**src/rtl/pwm_capture.sv**
```systemverilog
// PWM input capture: times high and period of pwm_in in prescaler ticks and
// recovers duty = floor(high*2^R/period) with a serial restoring divider.
//   state     | meaning
//   WAIT_EDGE | idle, counters at 0, first rise starts a period
//   MEASURE   | counting ticks of the current period
//   DIVIDE    | R+1 divider steps, next period counted in parallel
module pwm_capture #(
  parameter int R          = 8,
  parameter int TIMER_BITS = 8,
  parameter int CNT_BITS   = 16
) (
  input  logic                  clk,
  input  logic                  reset_n,
  input  logic                  enable,
  input  logic [TIMER_BITS-1:0] FINAL_VALUE,
  input  logic                  pwm_in,
  output logic [R:0]            duty,
  output logic [CNT_BITS-1:0]   high_count,
  output logic [CNT_BITS-1:0]   period_count,
  output logic                  valid,
  output logic                  timeout,
  output logic                  overrun
);

  localparam int SW = $clog2(R + 1);
  localparam logic [CNT_BITS-1:0]   CNT_MAX   = '1;
  localparam logic [CNT_BITS-1:0]   CNT_ONE   = CNT_BITS'(1);
  localparam logic [TIMER_BITS-1:0] TMR_ONE   = TIMER_BITS'(1);
  localparam logic [SW-1:0]         STEP_LAST = SW'(R);
  localparam logic [SW-1:0]         STEP_ONE  = SW'(1);
  localparam logic [R:0]            DUTY_FULL = {1'b1, {R{1'b0}}};

  typedef enum logic [1:0] {WAIT_EDGE, MEASURE, DIVIDE} state_t;

  state_t                state_q;
  logic                  meta_q, sync_q, hist_q;
  logic [TIMER_BITS-1:0] presc_q, fv_q;
  logic [CNT_BITS-1:0]   period_q, high_q, div_q, hi_op_q;
  logic [CNT_BITS:0]     rem_q;
  logic [R-1:0]          quo_q;
  logic [SW-1:0]         step_q;
  logic [R:0]            duty_q;
  logic [CNT_BITS-1:0]   high_count_q, period_count_q;
  logic                  valid_q, timeout_q, overrun_q;

  logic                  tick, rise, at_limit, q_bit;
  logic [CNT_BITS-1:0]   period_d, high_d, restart_d;
  logic [CNT_BITS:0]     rem_diff, rem_d;
  logic [R:0]            quo_d;

  always_comb begin
    tick      = enable && (presc_q == fv_q);
    rise      = sync_q && !hist_q;
    // a tick coinciding with the rise is the first tick of the new period
    restart_d = tick ? CNT_ONE : '0;
    period_d  = tick ? period_q + CNT_ONE : period_q;
    high_d    = (tick && sync_q) ? high_q + CNT_ONE : high_q;
    at_limit  = (period_q == CNT_MAX) || (tick && (period_q == CNT_MAX - CNT_ONE));
    q_bit     = rem_q >= {1'b0, div_q};
    rem_diff  = rem_q - {1'b0, div_q};
    rem_d     = q_bit ? {rem_diff[CNT_BITS-1:0], 1'b0} : {rem_q[CNT_BITS-1:0], 1'b0};
    quo_d     = {quo_q, q_bit};
  end

  always_ff @(posedge clk or negedge reset_n) begin
    if (!reset_n) begin
      meta_q <= 1'b0;
      sync_q <= 1'b0;
      hist_q <= 1'b0;
    end else begin
      meta_q <= pwm_in;
      sync_q <= meta_q;
      hist_q <= sync_q;
    end
  end

  // compare value only reloads at a wrap, so a new FINAL_VALUE never cuts a tick short
  always_ff @(posedge clk or negedge reset_n) begin
    if (!reset_n) begin
      presc_q <= '0;
      fv_q    <= '0;
    end else if (!enable || tick) begin
      presc_q <= '0;
      fv_q    <= FINAL_VALUE;
    end else begin
      presc_q <= presc_q + TMR_ONE;
    end
  end

  always_ff @(posedge clk or negedge reset_n) begin
    if (!reset_n) begin
      state_q        <= WAIT_EDGE;
      period_q       <= '0;
      high_q         <= '0;
      div_q          <= '0;
      hi_op_q        <= '0;
      rem_q          <= '0;
      quo_q          <= '0;
      step_q         <= '0;
      duty_q         <= '0;
      high_count_q   <= '0;
      period_count_q <= '0;
      valid_q        <= 1'b0;
      timeout_q      <= 1'b0;
      overrun_q      <= 1'b0;
    end else begin
      valid_q   <= 1'b0;
      overrun_q <= 1'b0;
      if (!enable) begin
        state_q  <= WAIT_EDGE;
        period_q <= '0;
        high_q   <= '0;
      end else begin
        case (state_q)
          WAIT_EDGE: begin
            period_q <= '0;
            high_q   <= '0;
            if (rise) begin
              state_q  <= MEASURE;
              period_q <= restart_d;
              high_q   <= restart_d;
            end
          end
          MEASURE: begin
            if (rise) begin
              period_q <= restart_d;
              high_q   <= restart_d;
              if (period_q == '0) begin
                overrun_q <= 1'b1;
              end else begin
                div_q   <= period_q;
                hi_op_q <= high_q;
                rem_q   <= {1'b0, high_q};
                quo_q   <= '0;
                step_q  <= '0;
                state_q <= DIVIDE;
              end
            end else if (at_limit) begin
              duty_q         <= sync_q ? DUTY_FULL : '0;
              high_count_q   <= sync_q ? CNT_MAX : '0;
              period_count_q <= CNT_MAX;
              valid_q        <= 1'b1;
              timeout_q      <= 1'b1;
              period_q       <= '0;
              high_q         <= '0;
              state_q        <= WAIT_EDGE;
            end else begin
              period_q <= period_d;
              high_q   <= high_d;
            end
          end
          DIVIDE: begin
            if (rise) begin
              overrun_q <= 1'b1;
              period_q  <= restart_d;
              high_q    <= restart_d;
            end else begin
              period_q <= period_d;
              high_q   <= high_d;
            end
            rem_q  <= rem_d;
            quo_q  <= quo_d[R-1:0];
            step_q <= step_q + STEP_ONE;
            if (step_q == STEP_LAST) begin
              duty_q         <= quo_d;
              high_count_q   <= hi_op_q;
              period_count_q <= div_q;
              valid_q        <= 1'b1;
              timeout_q      <= 1'b0;
              state_q        <= MEASURE;
            end
          end
          default: state_q <= WAIT_EDGE;
        endcase
      end
    end
  end

  assign duty         = duty_q;
  assign high_count   = high_count_q;
  assign period_count = period_count_q;
  assign valid        = valid_q;
  assign timeout      = timeout_q;
  assign overrun      = overrun_q;

endmodule

```
**config.mk**
```make
export PLATFORM = sky130hd
export DESIGN_NAME = pwm_capture
export DESIGN_NICKNAME = d
export VERILOG_FILES = /design/src/rtl/pwm_capture.sv
export SDC_FILE = /design/constraint.sdc
export NUM_CORES = 1
export LEC_CHECK = 0
export BUFFER_PORTS_ARGS = -buffer_cell sky130_fd_sc_hd__buf_2
export CAP_MARGIN = 40
export CORE_MARGIN = 3
export CORE_UTILIZATION = 55
export CTS_CLUSTER_SIZE = 25
export DETAILED_ROUTE_END_ITERATION = 12
export HOLD_SLACK_MARGIN = 0.03
export PLACE_DENSITY = 0.82
export SETUP_SLACK_MARGIN = 0.1
export SLEW_MARGIN = 20
export SYNTH_ARGS = -nofsm -noshare
export SYNTH_HDL_FRONTEND = slang
export SYNTH_SLANG_ARGS = --single-unit
```
**constraint.sdc**
```tcl
create_clock -name clk -period 5.03 [get_ports clk]
set_input_delay 1.2575 -clock clk [delete_from_list [all_inputs] [get_ports clk]]
set_output_delay 1.2575 -clock clk [all_outputs]
set_load 0.05 [all_outputs]
```
Word-level counts from Yosys, hierarchy flattened:

Index checks and enable logic that the tools add are counted.
Widths: inputs -> output; s select.

* register bits after elaboration: 158
* input bits: 12
* output and inout bits: 44
* logic and storage cells: 117

* $add $sub $neg: 5
* $lt $le $gt $ge: 1
* equality and inequality tests: 16
* mux-type cells: 60
* bitwise gates (word level): 1
* reductions and logical operators: 15

Operators by type and width (count)
* $mux 16: 17
* $pmux 16 s3: 2
* $pmux 16 s2: 2
* $mux 17: 3
* $mux 9: 4
* $pmux 17 s2: 1
* $add 16x1->16 const B: 2
* $eq 16x16->1 const B: 2
* $mux 8: 3
* $pmux 9 s2: 1
* $ge 17x16->1: 1
* $logic_not 16->1: 1
* $pmux 8 s2: 1
* $sub 16x16->16: 1
* $mux 1: 13
* $mux 2: 6
* $reduce_and 4->1: 3
* $ne 2x2->1 const B: 5
* $add 8x1->8 const B: 1
* $eq 8x8->1: 1
* $mux 4: 2
* $ne 4x4->1 const B: 2
* $pmux 4 s2: 1
* $ne 3x3->1 const B: 2
* 14 further kinds: 21

Depth between registers and ports, before layout:

Gate-level depths: netlist of the first run.

* depth after elaboration: 8
* mapped depth: 11

Worst setup path before layout of the first run:

OpenSTA, ideal clock, no wires.

* path kind: input to register
* start point: in enable
* end point: reg period_count_q[6], in the netlist period_count[6]
* library setup time: 0.142 ns
* arrival: 2.591 ns
* setup slack: 2.297 ns
* cell stages on the path: 7
* buffers on the path: 1
* cell sequence: inv_1 > nor3_1 > and3_1 > a31oi_1 > a211oi_2 > clkbuf_1 > a31oi_1

* longest elaborated chain between the ends: 5

RTL lines
* start, declared: line 14 `input logic enable,`
* $logic_and 1x1->1: line 52 `tick = enable && (presc_q == fv_q);`
* $logic_and 1x1->1: line 58 `at_limit = (period_q == CNT_MAX) || (tick && (period_q == CNT_MAX - CNT_ONE));`
* $logic_or 1x1->1: line 58
* $ne 2x2->1 (no source line)
* $reduce_and 5->1 (no source line) (*)
* end signal, assigned: line 167 `period_count_q <= div_q;`
* end, declared: line 43 `logic [CNT_BITS-1:0] high_count_q, period_count_q;`

Every way passes the cells marked *; elsewhere a longest branch is shown, timed or not.
A chain may end at the register's enable or synchronous reset.

Final worst setup path of the first run:

* start point: in enable
* end point: reg period_q[6]

* longest elaborated chain between the ends: 7
* elaborated cells on any way between the ends: 10
* those cells by class: eq/ne (1); mux (6); reduce/logical (3)

RTL lines
* $logic_and 1x1->1: line 52
* $logic_and 1x1->1: line 58
* $logic_or 1x1->1: line 58
* $mux 16: line 138 `end else if (at_limit) begin`
* $mux 16: line 125 `if (rise) begin`
* $pmux 16 s3: line 114 `case (state_q)`
* $mux 16: line 109 `if (!enable) begin`
* end signal, assigned: line 120 `period_q <= restart_d;`
* end signal, assigned: line 126 `period_q <= restart_d;`
* end signal, assigned: line 148 `period_q <= period_d;`
* end, declared: line 38 `logic [CNT_BITS-1:0] period_q, high_q, div_q, hi_op_q;`

Several ways; a longest one is shown, not always the timed one.

==> results of run 1 <==
-- routing by layer --
metal / routed length [um] / track usage, %
met1: 8020 / 31.0
met2: 9210 / 39.6
met3: 769 / 4.85
met4: 419 / 9.34
met5: 0 / 0
-- metrics by stage --
| step | cell area, um^2 | worst slack, ns |
|---|---|---|
| 2_1_floorplan | 8120 | 2.30 |
| 3_3_place_gp | 8470 | 1.47 |
| 3_5_place_dp | 8520 | 1.50 |
| 4_1_cts | 9060 | 1.94 |
| 5_1_grt | 9100 | 1.66 |
| 6_report | 9100 | 1.91 |
-- synth_stat cells (3+ instances only) --
| cell | instances | area (um^2) |
|---|---|---|
| a21oi_1 | 51 | 255 |
| a41oi_1 | 4 | 35.0 |
| nor2b_1 | 5 | 31.3 |
| and2_1 | 3 | 18.8 |
| or3_1 | 3 | 18.8 |
| a221o_1 | 4 | 40.0 |
| inv_1 | 35 | 131 |
| a31oi_1 | 45 | 282 |
| and4_1 | 3 | 26.3 |
| clkbuf_1 | 33 | 124 |
| a211oi_1 | 3 | 22.5 |
| nor4b_1 | 3 | 26.3 |
| ha_1 | 27 | 338 |
| mux2i_1 | 14 | 140 |
| xnor2_1 | 8 | 70.1 |
| buf_4 | 4 | 30.0 |
| o21ai_1 | 39 | 195 |
| o21ai_0 | 54 | 270 |
| nand3_1 | 27 | 135 |
| o31ai_1 | 4 | 30.0 |
| nor2_1 | 60 | 225 |
| a21o_1 | 9 | 67.6 |
| mux2_2 | 37 | 417 |
| nor4_1 | 3 | 18.8 |
| nand2_1 | 79 | 297 |
| xor2_1 | 21 | 184 |
| dfrtp_1 | 158 | 3950 |
| buf_2 | 10 | 50.1 |
| nor3_1 | 10 | 50.1 |
| nand4_1 | 10 | 62.6 |
| o21a_1 | 5 | 37.5 |
| and3_1 | 27 | 169 |
-- cells by family after synthesis --
group,count (synthesis)
compound gates,239
xor+xnor,29
fa+ha+maj,28
buf+inv,84
flops,158
mux,51
simple gates,248
-- worst max path at each step --
stage	to	slack [ns]
final	period_q[6]	1.91
after global routing	high_q[12]	1.66
after CTS	period_q[6]	1.94
after detailed placement	period_q[1]	1.50
after global placement	period_count[13]	1.47
after floorplan	period_count[6]	2.30
-- sequential cells by signal, summed over array words and instances (netlist names), 2 cells and up --
name,count
state_q,2
step_q,4
quo_q,8
div_q,16
hi_op_q,16
high_q,16
high_count,16
rem_q,17
duty,9
fv_q,8
presc_q,8
period_count,16
period_q,16
-- power groups by stage --
stage               clock (mW)  combinational, mW  sequential (mW)
floorplan                    0              0.833             2.03
global placement             0               1.61             1.58
detailed placement           0               1.65             1.59
CTS                       1.22               1.66             1.56
global route              1.27               1.83             1.58
finish                    1.20               1.67             1.56
-- cell type report --
type                       instances  area share (%)
sequential                       158            43.4
timing repair buffer              67            4.65
inverter                          35            1.44
clock buffer                      19            4.87
tap                              180            2.47
multi-input combinational        595            42.0
clock inverter                    13            1.14
-- worst reg2reg max path, stage by stage, from the launching register on --
cell and delay (ns):
dfrtp_1 0.38, inv_1 0.09, ha_1 0.38, nand2_1 0.13
or3_1 0.41, a311oi_1 0.32, o31ai_1 0.14, nand2_2 0.40
mux2i_1 0.16, a221o_1 0.35
==> metrics.cfg, run 1 <==
[setup_path]
critical_path_buf_inv_count = 3
cp.required_ns = 5.33
ff2ff_setup_slack_ns = 2.14
timing.rr.end = rem_q[1]
cp.arrival_ns = 3.42
path_depth = 9
r2r_cells = 9
end_kind = flip-flop
crit_type = input port to flip-flop
path_max_fanout = 13
cp-startpoint = enable
r2r-start = div_q[12]
cp_cell_sequence = buf_2, inv_1, nor3_1, nand3_1, o211ai_2, buf_4, a31oi_1, o21ai_1, o31ai_1
crit_path_max_incr_delay_ns = 0.59
worstSetupStartpointType = input port
critical-path-top-delay-family = compound AO/OA/AOI/OAI gates
crit_path_top_delay_cell = o211ai_2

[finish]
multi_input_area_mm2 = 0.00382
layoutNonFillerInstCount = 1067
finish.net_count = 914
areaGrowthSynthToFinish_pct = 12.0
register_area_mm2 = 0.00395
final_util_pct = 64.3
drive_above_1_share_pct = 16.8
final_common_cell = dfrtp_1
final_cell_mix = 158 x dfrtp_1, 79 x nand2_1, 60 x nor2_1
fillers = 1108
diodes = 0

[clock_network]
clk_path_buf_depth = 2
cts_max_level = 4
clk_pin_slew_ns = 0.06
cts_made_buffers = 17
post_cts_buffers = 0
root_buffer = clkbuf_16
cts_tree = done
hold_buffers = 0
worstSkewPairLatency_ns = 0.43
clock-sinks = 158
cts.repair.resized = 0

[synth]
synth_compound_area_share_pct = 17.5
yosys.area_share.xor_xnor_pct = 3.13
synth_area_mm2 = 0.00812
synth_adder_area_share_pct = 4.41
syn_avg_cell_area_um2 = 9.70
synth_edf_count = 0
synth_top_family_by_area = compound AO/OA/AOI/OAI gates
synth_flop_cell = dfrtp_1
ys_seq_area_share_pct = 48.7
ys_ff_latch = 158
synth_nets = 877
synth-simple-area-share_pct = 15.0
synth_cell_types = 62
ys_warn_count = 0
synthMuxAreaShare_pct = 6.85
synthArstFlopShare_pct = 100
synth_cells = 837

[sta]
finalSetupTns_ns = 0
clock_skew_ns = 0.0143
slew_headroom_pct = 48.9
fin_crit_ns = 3.12
hold_violations = 0
worst_slew_pin_slew_ns = 0.760
min_period_over_period_pct = 62.0
fmax_ghz = 0.321
setup_viol = 0
slew_viol_final = 0
hold_slack_ns = 0.361
rsz0062_at_grt = false

[placed_design]
dp.cells = 1033
gp_congestion = 0.904
dpl.hpwl_um = 12700
port_buffers = 55

[power]
switching_share_pct = 41.0
power_mw = 4.43
internal_power_mw = 2.62
power_frac_seq_pct = 35.2
powerDensity_mw_per_mm2 = 487
combPwrFrac_pct = 37.6
p_clk_share_pct = 27.1
switchingPower_mw = 1.82
p_leak_nw = 4.16
ir_drop_mv = 0.278

[route]
route.detailed.vias_per_inst = 6.08
finalWirelength_um = 18400
routedWlPerCell_um = 17.3
drt_iter0_drc = 633
drc = 0
num_vias = 6492
ant_nets = 0
firstDrtPassIters = 5

[grt]
first_global_vias = 6436
grt_max_degree = 65
grt_pass1_wl_um = 31400
globalRouteOverflowTotal = 0
grt_antenna_before_repair = 0
grt_util_all_layers_pct = 23.9

[floorplanning]
dieArea_mm2 = 0.0163
dieHeight_um = 128
die_width_um = 128
core_mm2 = 0.0141
boundaryPins = 56
rows = 43
floorplan.initialDensity_pct = 57.4

[worst_hold_path]
hold_start = meta_q
holdPathEnd = sync_q
min_path_cells = 0
min_path_type = flip-flop to flip-flop

[flow_run]
timing.max_cap.violations = 0

[outcome]
run_status = completed

(Power assumes the default switching activity.)
==> inputs of run 2 (changes only) <==
--- a/config.mk
+++ b/config.mk
@@ -5,6 +5,7 @@
 export SDC_FILE = /design/constraint.sdc
 export NUM_CORES = 1
 export LEC_CHECK = 0
+export ABC_AREA = 1
 export BUFFER_PORTS_ARGS = -buffer_cell sky130_fd_sc_hd__buf_2
 export CAP_MARGIN = 40
 export CORE_MARGIN = 3
@@ -12,7 +13,7 @@
 export CTS_CLUSTER_SIZE = 25
 export DETAILED_ROUTE_END_ITERATION = 12
 export HOLD_SLACK_MARGIN = 0.03
-export PLACE_DENSITY = 0.82
+export PLACE_DENSITY = 0.84
 export SETUP_SLACK_MARGIN = 0.1
 export SLEW_MARGIN = 20
 export SYNTH_ARGS = -nofsm -noshare
==> constraint.sdc (replaced) <==
create_clock -name clk -period 2.6 [get_ports clk]
set_input_delay 0.65 -clock clk [delete_from_list [all_inputs] [get_ports clk]]
set_output_delay 0.65 -clock clk [all_outputs]
set_load 0.05 [all_outputs]
==> metrics.cfg, run 2 <==
[setup_path]
cp.arrival_ns = 2.64  ; was 3.42 ns
r2r-start = div_q[7]  ; was div_q[12]
worstSetupStartpointType = flip-flop  ; was input port
cp.required_ns = 2.91  ; was 5.33 ns
r2r_cells = 13  ; was 9
timing.rr.end = rem_q[9]  ; was rem_q[1]
crit_type = flip-flop to flip-flop  ; was input port to flip-flop
path_max_fanout = 12  ; was 13
end_kind = flip-flop  ; unchanged
ff2ff_setup_slack_ns = 0.27  ; was 2.14 ns

[synth]
synth_cell_types = 45  ; was 62
synth_cells = 1035  ; was 837
synth_common_cells = 257 x nand2_1, 158 x dfrtp_1, 110 x inv_1  ; was 158 x dfrtp_1, 79 x nand2_1, 60 x nor2_1
syn_avg_cell_area_um2 = 8.16  ; was 9.70 um^2
ys_warn_count = 0  ; unchanged
ys_ff_latch = 158  ; unchanged
synth_flop_cell = dfrtp_1  ; unchanged
synth_area_mm2 = 0.00845  ; was 0.00812 mm^2
synth_edf_count = 0  ; unchanged
yosysMostFrequentCell = nand2_1  ; was dfrtp_1
synthArstFlopShare_pct = 100  ; unchanged
ys_top_cells_by_area = dfrtp_1 47%, nand2_1 11%, o21ai_0 5.0%, inv_1 4.9%, nand3_1 4.0%  ; was dfrtp_1 49%, mux2_2 5.1%, ha_1 4.2%, nand2_1 3.7%, a31oi_1 3.5%
synth_nets = 1075  ; was 877
synth_largest_area_cell = dfrtp_1  ; unchanged
synth_top_area_share_pct = 46.8  ; was 48.7%
ys_seq_area_share_pct = 46.8  ; was 48.7%

[sta]
slew_viol_final = 0  ; unchanged
hold_violations = 0  ; unchanged
fin_crit_ns = 2.33
min_period_over_period_pct = 89.7
clock_skew_ns = 0.0125  ; was 0.0143 ns
worst_slew_pin_slew_ns = 0.524  ; was 0.760 ns
fmax_ghz = 0.429
rsz0062_at_grt = false  ; unchanged
fin_ws_ns = 0.267  ; was 1.91 ns
slew_headroom_pct = 65.0  ; was 48.9%
setup_viol = 0  ; unchanged

[grt]
first_global_vias = 7117  ; was 6436
grtUsageMet2_pct = 43.3  ; was 39.6%
use_met1_pct = 35.7  ; was 31.0%
grt_max_degree = 65  ; unchanged
grt.busiest_layer = met2  ; unchanged
grtUsageMet3_pct = 4.26  ; was 4.85%
grt_antenna_before_repair = 0  ; unchanged
grt_pass1_wl_um = 35400  ; was 31400 um
grt_util_all_layers_pct = 26.7  ; was 23.9%
globalRouteOverflowTotal = 0  ; unchanged

[power]
power_mw = 9.27  ; was 4.43 mW
powerDensity_mw_per_mm2 = 969  ; was 487 mW/mm^2
ir_drop_mv = 0.535  ; was 0.278 mV
p_leak_nw = 4.40  ; was 4.16 nW

[clock_network]
clock-sinks = 158  ; unchanged
cts_made_buffers = 17  ; unchanged
cts_max_level = 4  ; unchanged
clk_path_buf_depth = 2  ; unchanged
root_buffer = clkbuf_16  ; unchanged
post_cts_buffers = 0  ; unchanged
cts_tree = done  ; unchanged
hold_buffers = 0  ; unchanged
worstSkewPairLatency_ns = 0.44  ; was 0.43 ns
clk_pin_slew_ns = 0.07  ; was 0.06 ns

[finish]
areaGrowthSynthToFinish_pct = 13.2  ; was 12.0%
fillers = 1207  ; was 1108
drive_above_1_share_pct = 13.2  ; was 16.8%
final_common_cell = nand2_1  ; was dfrtp_1
finish.net_count = 1131  ; was 914
largest_reg_flops = 17  ; unchanged
largest_register = rem_q  ; unchanged
diodes = 0  ; unchanged
final_cell_mix = 257 x nand2_1, 158 x dfrtp_1, 110 x inv_1  ; was 158 x dfrtp_1, 79 x nand2_1, 60 x nor2_1
layoutNonFillerInstCount = 1288  ; was 1067

[worst_hold_path]
min_path_type = input port to async pin  ; was flip-flop to flip-flop

[route]
num_vias = 7460  ; was 6492
routedWlPerCell_um = 16.6  ; was 17.3 um
drc = 0  ; unchanged
ant_nets = 0  ; unchanged
finalWirelength_um = 21400  ; was 18400 um
firstDrtPassIters = 5  ; unchanged
drt_iter0_drc = 925  ; was 633
route.detailed.vias_per_inst = 5.79  ; was 6.08

[placed_design]
pre_cts_ws_ns = 0.113  ; was 1.50 ns
dpl.hpwl_um = 14800  ; was 12700 um
port_buffers = 55  ; unchanged
gp_congestion = 0.974  ; was 0.904
dp.cells = 1256  ; was 1033

[floorplanning]
dieArea_mm2 = 0.0169  ; was 0.0163 mm^2
rows = 44  ; was 43
dieHeight_um = 130  ; was 128 um
boundaryPins = 56  ; unchanged
core_mm2 = 0.0148  ; was 0.0141 mm^2
floorplan.initialDensity_pct = 57.2  ; was 57.4%
die_width_um = 130  ; was 128 um

[outcome]
run_status = completed  ; unchanged

[flow_run]
timing.max_cap.violations = 0  ; unchanged

## run 2: repair_timing
item | CTS | global route
pin swaps | 0 | 0
resized for setup | 1 | 2
endpoints found under the setup margin | 2 | 10
cloned | 0 | 0
## run 2: worst max-delay path, stage by stage (launching register included)
cell and delay [ns]:
dfrtp_1 0.38, inv_1 0.12, ha_1 0.29, nand2_1 0.12, inv_1 0.10, nand2_1 0.07
nor2_1 0.05, nand2_1 0.08, nand2_1 0.06, a21oi_1 0.31, buf_4 0.28, nand3_1 0.14
nand3_1 0.11, a22oi_1 0.07
## run 2: how the worst max path moves through the flow
stage               slack [ns]     start         to  cells after the start
floorplan                 0.54  rem_q[0]  rem_q[15]                     12
global placement         -0.09  rem_q[0]  rem_q[11]                     12
detailed placement        0.11  div_q[0]  rem_q[11]                     11
CTS                       0.23  div_q[9]  rem_q[11]                     14
global route              0.11  div_q[7]  rem_q[11]                     14
finish                    0.27  div_q[7]   rem_q[9]                     13
## run 2: stage by stage
step           util, %  setup TNS (ns)  cell area [um^2]  hold slack, ns
5_1_grt           64.8               0              9560           0.116
2_1_floorplan        -               0              8450           0.331
6_report          64.8               0              9560           0.103
3_3_place_gp      60.7          -0.140              8950           0.333
3_5_place_dp      60.7               0              8950           0.336
4_1_cts           64.8               0              9560           0.117
## run 2: power breakdown
part	switching [mW]	total, mW	leakage (nW)	internal, mW
sequential	0.244	3.07	2.04	2.82
clock	1.12	2.57	0.293	1.45
combinational	2.49	3.63	2.07	1.14
## run 2: cell type report
| class | instances | area [um^2] | share of cell area [%] |
|---|---|---|---|
| clock buffers | 18 | 429 | 4.49 |
| clock inverters | 14 | 176 | 1.84 |
| inverters | 117 | 444 | 4.64 |
| multi-input cells | 722 | 3850 | 40.2 |
| flip-flops and latches | 158 | 3950 | 41.3 |
| well taps | 184 | 230 | 2.41 |
| repair buffers | 75 | 482 | 5.04 |
## run 2: routing by layer
| metal | part of all wire [%] | routed length (um) |
|---|---|---|
| met5 | 0 | 0 |
| met4 | 3.3 | 717 |
| met3 | 5.4 | 1150 |
| met2 | 48 | 10300 |
| met1 | 43 | 9310 |
## run 2: kinds of logic (layout without fill, tap and decap cells)
| group | after synthesis | in the layout | share of synthesized area [%] |
|---|---|---|---|
| adders and majority gates | 28 | 28 | 4.24 |
| AOI/OAI and AO/OA | 203 | 203 | 13.4 |
| xor gates and xnor gates | 38 | 38 | 3.94 |
| and+or+nand+nor | 453 | 453 | 23.9 |
| buffers and inverters | 155 | 224 | 7.72 |
| DFF | 158 | 158 | 46.8 |
==> inputs of run 3 (changes only) <==
--- a/config.mk
+++ b/config.mk
@@ -14,6 +14,7 @@
 export DETAILED_ROUTE_END_ITERATION = 12
 export HOLD_SLACK_MARGIN = 0.03
 export PLACE_DENSITY = 0.84
+export RECOVER_POWER = 100
 export SETUP_SLACK_MARGIN = 0.1
 export SLEW_MARGIN = 20
 export SYNTH_ARGS = -nofsm -noshare
==> metrics.cfg, run 3 (same netlist as run 2, synthesis figures left out) <==
[route]
ant_nets = 0  ; unchanged
num_vias = 7436  ; was 7460
finalWirelength_um = 21500  ; was 21400 um
routedWlPerCell_um = 16.7  ; was 16.6 um
firstDrtPassIters = 5  ; unchanged
drc = 0  ; unchanged
drt_iter0_drc = 911  ; was 925
route.detailed.vias_per_inst = 5.77  ; was 5.79

[placed_design]
gp_congestion = 0.974  ; unchanged
dpl.hpwl_um = 14800  ; unchanged
port_buffers = 55  ; unchanged

[setup_path]
crit_type = flip-flop to flip-flop  ; unchanged
end_kind = flip-flop  ; unchanged
cp.arrival_ns = 2.64  ; about the same
worstSetupStartpointType = flip-flop  ; unchanged
cp.required_ns = 2.91  ; about the same
path_max_fanout = 4  ; was 12

[grt]
grt_pass1_wl_um = 35400  ; unchanged
grt_max_degree = 65  ; unchanged
grt_antenna_before_repair = 0  ; unchanged
globalRouteOverflowTotal = 0  ; unchanged
first_global_vias = 7117  ; unchanged
grt_util_all_layers_pct = 26.7  ; unchanged

[power]
switching_share_pct = 41.8  ; was 41.5%
ir_drop_mv = 0.528  ; was 0.535 mV
p_leak_nw = 4.25  ; was 4.40 nW
switchingPower_mw = 3.84  ; was 3.85 mW
powerDensity_mw_per_mm2 = 974  ; was 969 mW/mm^2
p_clk_share_pct = 27.9  ; was 27.7%
internal_power_mw = 5.35  ; was 5.42 mW
power_mw = 9.20  ; was 9.27 mW
combPwrFrac_pct = 38.6  ; was 39.2%
power_frac_seq_pct = 33.4  ; was 33.1%

[floorplanning]
floorplan.initialDensity_pct = 57.2  ; unchanged
dieArea_mm2 = 0.0169  ; unchanged
core_mm2 = 0.0148  ; unchanged
rows = 44  ; unchanged
dieHeight_um = 130  ; unchanged
die_width_um = 130  ; unchanged
boundaryPins = 56  ; unchanged

[flow_run]
timing.max_cap.violations = 1  ; was 0

[finish]
areaGrowthSynthToFinish_pct = 11.8  ; was 13.2%
diodes = 0  ; unchanged
largest_reg_flops = 17  ; unchanged
final_common_cell = nand2_1  ; unchanged
drive_above_1_share_pct = 8.24  ; was 13.2%
finish.net_count = 1131  ; unchanged
final_cell_mix = 257 x nand2_1, 158 x dfrtp_1, 111 x inv_1  ; was 257 x nand2_1, 158 x dfrtp_1, 110 x inv_1
largest_register = rem_q  ; unchanged

[clock_network]
hold_buffers = 0  ; unchanged
clk_path_buf_depth = 2  ; unchanged
cts_max_level = 4  ; unchanged
cts_made_buffers = 17  ; unchanged
worstSkewPairLatency_ns = 0.44  ; about the same
post_cts_buffers = 0  ; unchanged
root_buffer = clkbuf_16  ; unchanged
clock-sinks = 158  ; unchanged
cts_tree = done  ; unchanged
clk_pin_slew_ns = 0.07  ; about the same

[sta]
slew_viol_final = 30  ; was 0
setup_viol = 0  ; unchanged
min_period_over_period_pct = 89.4  ; was 89.7%
clock_skew_ns = 0.0128  ; was 0.0125 ns
fin_crit_ns = 2.32  ; was 2.33 ns
fmax_ghz = 0.430  ; was 0.429 GHz
worst_slew_pin_slew_ns = 2.06  ; was 0.524 ns
slew_headroom_pct = -37.2  ; was 65.0%
rsz0062_at_grt = false  ; unchanged
finalSetupTns_ns = 0  ; unchanged
hold_violations = 0  ; unchanged

[outcome]
violations = capacitance limit, slew limit
run_status = finished, violations left  ; was completed

[worst_hold_path]
min_path_type = input port to flip-flop  ; was input port to async pin

-- run 3: cell types whose count changed in the layout (fill, tap and decap cells not counted), sizes merged --
cell,delta
clkbuf,+48
buf,-48
-- run 3: path summary, 6_finish.rpt --
kind	from	cells past startpoint	slack [ns]	end
setup / recovery	div_q[0]	11	0.28	rem_q[11]
hold / removal	pwm_in	1	0.32	meta_q
setup reg to reg	div_q[0]	11	0.28	rem_q[11]
hold reg to reg	meta_q	0	0.35	sync_q
max in group asynchronous	reset_n	2	0.49	period_q[2]
min in group asynchronous	reset_n	1	0.80	high_count[1]
-- run 3: repair_timing --
item | CTS | global route
pin swaps | 0 | 0
endpoints found under the setup margin | 2 | 10
resized for setup | 1 | 2
-- run 3: worst max-delay path, cell delays in order (launching register included) --
cell and delay [ns]:
dfrtp_1 0.45, ha_1 0.23, inv_1 0.08, fa_1 0.41, nand3_1 0.10, nand2_1 0.16, a21boi_2 0.27, o21bai_1 0.11
xnor2_1 0.19, nand2_1 0.08, nand3_1 0.07, a21oi_1 0.07
-- run 3: power groups by stage --
stage / sequential, mW / clock, mW / combinational, mW
finish: 3.08 / 2.57 / 3.55
global placement: 3.08 / 0 / 3.52
floorplan: 3.70 / 0 / 2.02
CTS: 3.06 / 2.59 / 3.58
global route: 3.12 / 2.69 / 3.92
detailed placement: 3.10 / 0 / 3.54
-- run 3: metrics by stage --
| step | hold slack, ns | worst slack, ns | cell area (um^2) | util [%] | cells |
|---|---|---|---|---|---|
| 2_1_floorplan | 0.331 | 0.545 | 8450 | - | 1035 |
| 3_3_place_gp | 0.333 | -0.0942 | 8950 | 60.7 | 1256 |
| 3_5_place_dp | 0.336 | 0.113 | 8950 | 60.7 | 1256 |
| 4_1_cts | 0.117 | 0.230 | 9560 | 64.8 | 1288 |
| 5_1_grt | 0.309 | 0.0750 | 9450 | 64.0 | 1288 |
| 6_report | 0.320 | 0.276 | 9450 | 64.0 | 1288 |
-- run 3: per-layer routing --
layer  up-vias  track usage, %  routed length, um
met5         -               0                  0
met4         0            12.1                751
met3        50            4.26               1390
met2       311            43.3              10200
met1      3553            35.7               9110
li1       3522               -                  -
-- run 3: cell type report --
cell class / count / area (um^2)
Clock inverter: 14 / 176
Timing Repair Buffer: 75 / 404
Multi-Input combinational cell: 722 / 3810
Sequential cell: 158 / 3950
Clock buffer: 18 / 429
Fill cell: 1245 / 5310
Inverter: 117 / 444
Tap cell: 184 / 230
